**src/rtl/axis_event_arbiter.sv**
```systemverilog
// Round-robin AXI-Stream event arbiter with bounded bursts and a registered, source-tagged output.
// Optional per-source beat counters on stat_beats when AXIS_ARB_STATS_EN is defined.
module axis_event_arbiter #(
  parameter int unsigned C_NUM_SI           = 4,
  parameter int unsigned C_AXIS_TDATA_WIDTH = 96,
  parameter int unsigned C_MAX_BURST        = 16,
  parameter int unsigned C_TID_WIDTH        = 2
) (
  input  logic                                     aclk,
  input  logic                                     aresetn,
  input  logic [C_NUM_SI-1:0]                      s_axis_tvalid,
  output logic [C_NUM_SI-1:0]                      s_axis_tready,
  input  logic [C_NUM_SI*C_AXIS_TDATA_WIDTH-1:0]   s_axis_tdata,
`ifdef AXIS_ARB_STATS_EN
  output logic [C_NUM_SI*32-1:0]                   stat_beats,
`endif
  output logic                                     m_axis_tvalid,
  input  logic                                     m_axis_tready,
  output logic [C_AXIS_TDATA_WIDTH-1:0]            m_axis_tdata,
  output logic [C_TID_WIDTH-1:0]                   m_axis_tid
);

  localparam int unsigned BurstW = $clog2(C_MAX_BURST + 1);
  localparam int unsigned W      = C_AXIS_TDATA_WIDTH;

  typedef enum logic [0:0] {StIdle, StGrant} state_e;

  state_e                  state_q, state_d;
  logic [C_TID_WIDTH-1:0]  rr_ptr_q, rr_ptr_d;
  logic [C_TID_WIDTH-1:0]  grant_q, grant_d;
  logic [BurstW-1:0]       burst_cnt_q, burst_cnt_d;
  logic                    tvalid_q, tvalid_d;
  logic [W-1:0]            tdata_q, tdata_d;
  logic [C_TID_WIDTH-1:0]  tid_q, tid_d;

  logic                    out_free;
  logic                    sel_valid;
  logic [W-1:0]            sel_data;
  logic                    accept;
  logic                    pick_found;
  logic [C_TID_WIDTH-1:0]  pick_idx;
  logic [C_TID_WIDTH-1:0]  next_ptr;
  int unsigned             cand;

  assign out_free = !tvalid_q || m_axis_tready;
  assign accept   = (state_q == StGrant) && sel_valid && out_free;
  assign next_ptr = (grant_q == C_TID_WIDTH'(C_NUM_SI - 1)) ? '0 : grant_q + C_TID_WIDTH'(1);

  // Mux the granted source and drive per-source ready.
  always_comb begin
    sel_valid     = 1'b0;
    sel_data      = '0;
    s_axis_tready = '0;
    for (int i = 0; i < int'(C_NUM_SI); i++) begin
      if (grant_q == C_TID_WIDTH'(i)) begin
        sel_valid        = s_axis_tvalid[i];
        sel_data         = s_axis_tdata[i*W +: W];
        s_axis_tready[i] = (state_q == StGrant) && out_free;
      end
    end
  end

  // First requester at the smallest distance from rr_ptr.
  always_comb begin
    pick_found = 1'b0;
    pick_idx   = '0;
    cand       = 0;
    for (int d = 0; d < int'(C_NUM_SI); d++) begin
      cand = (int'(rr_ptr_q) + d) % C_NUM_SI;
      if (!pick_found && s_axis_tvalid[cand]) begin
        pick_found = 1'b1;
        pick_idx   = C_TID_WIDTH'(cand);
      end
    end
  end

  always_comb begin
    state_d     = state_q;
    rr_ptr_d    = rr_ptr_q;
    grant_d     = grant_q;
    burst_cnt_d = burst_cnt_q;
    tvalid_d    = tvalid_q;
    tdata_d     = tdata_q;
    tid_d       = tid_q;

    if (accept) begin
      tvalid_d = 1'b1;
      tdata_d  = sel_data;
      tid_d    = grant_q;
    end else if (m_axis_tready) begin
      tvalid_d = 1'b0;
    end

    unique case (state_q)
      StIdle: begin
        if (pick_found) begin
          grant_d     = pick_idx;
          burst_cnt_d = '0;
          state_d     = StGrant;
        end
      end
      StGrant: begin
        if (accept) begin
          burst_cnt_d = burst_cnt_q + BurstW'(1);
          if (burst_cnt_q == BurstW'(C_MAX_BURST - 1)) begin
            state_d  = StIdle;
            rr_ptr_d = next_ptr;
          end
        end else if (out_free && !sel_valid) begin
          // Release only when the output can move; backpressure keeps the grant.
          state_d  = StIdle;
          rr_ptr_d = next_ptr;
        end
      end
      default: state_d = StIdle;
    endcase
  end

  always_ff @(posedge aclk) begin
    if (!aresetn) begin
      state_q     <= StIdle;
      rr_ptr_q    <= '0;
      grant_q     <= '0;
      burst_cnt_q <= '0;
      tvalid_q    <= 1'b0;
      tdata_q     <= '0;
      tid_q       <= '0;
    end else begin
      state_q     <= state_d;
      rr_ptr_q    <= rr_ptr_d;
      grant_q     <= grant_d;
      burst_cnt_q <= burst_cnt_d;
      tvalid_q    <= tvalid_d;
      tdata_q     <= tdata_d;
      tid_q       <= tid_d;
    end
  end

  assign m_axis_tvalid = tvalid_q;
  assign m_axis_tdata  = tdata_q;
  assign m_axis_tid    = tid_q;

`ifdef AXIS_ARB_STATS_EN
  logic [31:0] stat_q [C_NUM_SI];

  always_ff @(posedge aclk) begin
    if (!aresetn) begin
      for (int i = 0; i < int'(C_NUM_SI); i++) stat_q[i] <= '0;
    end else begin
      for (int i = 0; i < int'(C_NUM_SI); i++) begin
        if (accept && (grant_q == C_TID_WIDTH'(i)) && (stat_q[i] != 32'hFFFF_FFFF)) begin
          stat_q[i] <= stat_q[i] + 32'd1;
        end
      end
    end
  end

  always_comb begin
    stat_beats = '0;
    for (int i = 0; i < int'(C_NUM_SI); i++) stat_beats[i*32 +: 32] = stat_q[i];
  end
`endif

endmodule

```
**config.mk**
```make
export PLATFORM = sky130hd
export DESIGN_NAME = axis_event_arbiter
export DESIGN_NICKNAME = d
export VERILOG_FILES = /design/src/rtl/axis_event_arbiter.sv
export SDC_FILE = /design/constraint.sdc
export NUM_CORES = 1
export LEC_CHECK = 0
export BUFFER_PORTS_ARGS = -buffer_cell sky130_fd_sc_hd__buf_2
export CAP_MARGIN = 20
export CELL_PAD_IN_SITES_DETAIL_PLACEMENT = 0
export CELL_PAD_IN_SITES_GLOBAL_PLACEMENT = 1
export CORE_AREA = 2 2 192 194
export DETAILED_ROUTE_END_ITERATION = 10
export DIE_AREA = 0 0 194 196
export GPL_ROUTABILITY_DRIVEN = 0
export PLACE_DENSITY_LB_ADDON = 0.2
export SLEW_MARGIN = 20
export SYNTH_ARGS = -nofsm -noshare
export SYNTH_HDL_FRONTEND = slang
export SYNTH_SLANG_ARGS = --single-unit
```
**constraint.sdc**
```tcl
create_clock -name aclk -period 4.15 [get_ports aclk]
set_input_delay 0 -clock aclk [delete_from_list [all_inputs] [get_ports aclk]]
set_output_delay 0 -clock aclk [all_outputs]
set_load 0.03 [all_outputs]
```
==> metrics.md <==
| Metric | Value |
|---|---|
| Outcome | `finished clean` |
| CP max-delay cell | `buf_4` |
| First-pass GRT wire length | `55,570 um` |
| Register area share after synthesis | `29.28%` |
| # IOs | `494` |
| FILL cells | `roughly 4,100` |
| Final Hold Vio Count | `0` |
| Reg clk slew, reported paths | `~80 ps` |
| Total CTS buffers | `9` |
| Largest net degree at the start of global routing | `~100` |
| Hold Crit Class | `primary input to flop` |
| Leak pwr | `5.060 nW` |
| Initial core utilization | `20.66%` |
| GRT met1 Usage | `22.17%` |
| Vias in the first global route | `between 9,000 and 10,000` |
| Crit path kind | `flop to flop` |
| Routed WL per cell | `between 15 and 20 um` |
| Multi-input combinational cell area | `around 4400 um^2` |
| Met2 usage | `32.78%` |
| Clock buffer depth | `2` |
| WHS Path Cells | `5` |
| Startpoint types | `flop` |
| Final Max Tran Viols | `0` |
| Die area | `roughly 38,000 um^2` |
| Vias per cell | `about 4.8` |
| Hold EP | `m_axis_tdata[11]$_SDFFE_PN0P_` |
| Synth top area share | `around 29%` |
| Worst Hold Slack | `between 10 and 15 ps` |
| Final non-filler cell total | `between 1,500 and 2,000` |
| Post-synth top cells | `nand2_1 (201), dfxtp_1 (109), inv_1 (104), a21oi_1 (103), o211ai_1 (100)` |
| Max FO, Critical Path | `47` |
| Warnings, synthesis | `0` |
| Reg2reg setup slack | `roughly 1200 ps` |
| Fin crit period | `around 2900 ps` |
| CTS resizes | `0` |
| WL final | `36,760 um` |
| Reg area | `roughly 2200 um^2` |
| FF-to-FF path depth | `8` |
| HP Start | `s_axis_tdata[299]` |
| Crit path launch | `grant_q[0]$_SDFFE_PN0P_` |
| CTS Root Cell | `clkbuf_16` |
| Slew headroom | `about 34%` |
| Most common cell in the netlist | `nand2_1` |
| Total grt overflow | `0` |
| Post-synth ARST share | `0%` |
| Clock skew | `around 7.6 ps` |
| Met3 Use GR | `slightly above 5%` |
| Netlist Area Pre-Place | `7453 um^2` |
| Slew @ Worst Pin | `about 1000 ps` |
| RSZ-0062 raised after global routing | `no` |
| Grt peak-use layer | `met2` |
| Number of synthesized register bits | `approximately 110` |
| Distinct cells, synth | `38` |
| R2R Path End | `m_axis_tdata[31]$_SDFFE_PN0P_` |
| Total core area | `~36,000 um^2` |
| Endpoints failing setup | `0` |
| Total power | `between 3 and 4 mW` |
| Area leader, netlist | `dfxtp_1` |
| Worst setup EP type | `flop` |
| Worst EP arrival | `between 3000 and 4000 ps` |
| Ys flop type | `dfxtp_1` |
| H-tree levels | `3` |
| Largest stage delay, worst path | `between 500 and 600 ps` |
| Mean Syn Cell Area | `roughly 6.9 um^2` |
| Fin crit share | `between 70% and 80%` |
| Final ANT Viol Nets | `0` |
| RR Startpoint | `grant_q[0]$_SDFFE_PN0P_` |
| Die Span X | `about 190 um` |
| Initial antenna violation count | `7` |
| CP cell instances | `inv_1 > ha_1 > nor2_4 > buf_4 > nand3_4 > buf_4 > nand4_1 > a21oi_1` |
| Syn nets | `roughly 1,500` |
| CP dominant cell by count | `buf_4` |
| Dpl hpwl | `~26,000 um` |
| Final setup TNS | `0 ps` |
| DR vias | `between 9,000 and 10,000` |
| Synth Instances | `1,085` |
| DRC viols | `0` |
| Die height | `~200 um` |
| MaxCap Viol Count | `0` |
| Area Overhead vs Synth | `42.15%` |
| Port bufs | `a little under 500` |
| Placed Instances | `between 1,500 and 2,000` |
| Tot GR Track Use | `between 10% and 20%` |
| Pre-Repair DR Iteration Count | `7` |
| Util after Layout | `between 20 and 30%` |
| Power Density | `about 340 nW/um^2` |
| Post-synth EDFFs | `0` |
| CTS tree | `built` |
| Clock sinks | `109` |
| Layout cells sized above 1 | `between 30% and 40%` |
| Nets@finish | `1,885` |
| Max Freq | `343.5 MHz` |
| Site Rows | `70` |
| Critical Path RT | `between 4000 and 5000 ps` |
| Clk Latency, worst-skew pair | `around 360 ps` |
| Iter 0 DRT Violations | `around 340` |
| Maximum vdd ir drop | `between 0.0002 and 0.00025 V` |
| Synth top area cells | `dfxtp_1 (29%), a2bb2oi_1 (11%), nand2_1 (10%)` |
-- layer usage --
layer,up-vias,share of wire (%)
met3,36,7.9
met5,-,0.12
met4,6,2.0
met1,4257,42
li1,4699,-
met2,376,48
-- kinds of logic (layout without fill, tap and decap cells) --
logic type | count (synthesis) | after routing | synth area share, %
buffers and inverters | 227 | 635 | 12.02
muxes | 3 | 3 | 0.4029
AOI/OAI and AO/OA | 412 | 412 | 36.55
DFF | 109 | 109 | 29.28
adders and majority gates | 6 | 6 | 1.007
and+or+nand+nor | 328 | 328 | 20.75
other | 0 | 4 | 0
-- worst max path at each step --
stage | endpoint | slack (ps)
floorplan | burst_cnt_q[3]$_SDFFE_PN0P_ | 2300
global placement | m_axis_tdata[13]$_SDFFE_PN0P_ | 1350
detailed placement | m_axis_tdata[31]$_SDFFE_PN0P_ | 1270
CTS | m_axis_tdata[31]$_SDFFE_PN0P_ | 1240
global route | m_axis_tdata[14]$_SDFFE_PN0P_ | 1060
finish | m_axis_tdata[31]$_SDFFE_PN0P_ | 1240
-- power by group --
group | switching (mW) | internal [mW]
combinational | 0.949 | 0.524
clock | 0.445 | 0.473
sequential | 0.0549 | 1.14
total | 1.45 | 2.14
-- timing repair --
item	in CTS	in global routing
endpoints found under the hold margin	6	0
buffers inserted	0	0
hold buffers	5	0
-- state kept, by name, indices dropped and copies added, names as in the netlist --
signal,cells
m_axis_tdata,96
burst_cnt_q,5
grant_q,2
m_axis_tid,2
rr_ptr_q,2
m_axis_tvalid,1
state_q,1
-- worst max-delay path: cells and delay by family (launching register included) --
| kind | cells | cell delay, ps |
|---|---|---|
| buf+inv | 3 | 1090 |
| simple gates | 3 | 700 |
| flops | 1 | 500 |
| fa+ha+maj | 1 | 330 |
| compound gates | 1 | 90 |
-- final cells by class --
| cell class | count | area share [%] |
|---|---|---|
| antenna | 4 | 0.09447 |
| clock buffer | 11 | 2.196 |
| clock inverter | 5 | 0.5668 |
| inverter | 104 | 3.732 |
| multi-input combinational | 749 | 41.97 |
| sequential | 109 | 20.60 |
| tap | 468 | 5.527 |
| timing repair buffer | 515 | 25.32 |
-- stage by stage --
step / setup WS [ps] / cell area, um^2
floorplan: 2304 / 7453
detailed placement: 1266 / 10240
finish: 1239 / 10600
global placement: 1348 / 10220
CTS: 1241 / 10590
global route: 1055 / 10590
-- cell usage in the layout (no fill, tap or decap), drive strengths merged, types with 6 or more instances in the layout --
cell type  instances
a21oi            103
a2bb2oi           95
and3               6
buf              510
clkbuf            11
dfxtp            109
ha                 6
inv              105
nand2            201
nand2b             7
nand3              6
nand4             96
nor2               6
o211ai           100
o21ai            100
Power figures use the tool's default switching activity.
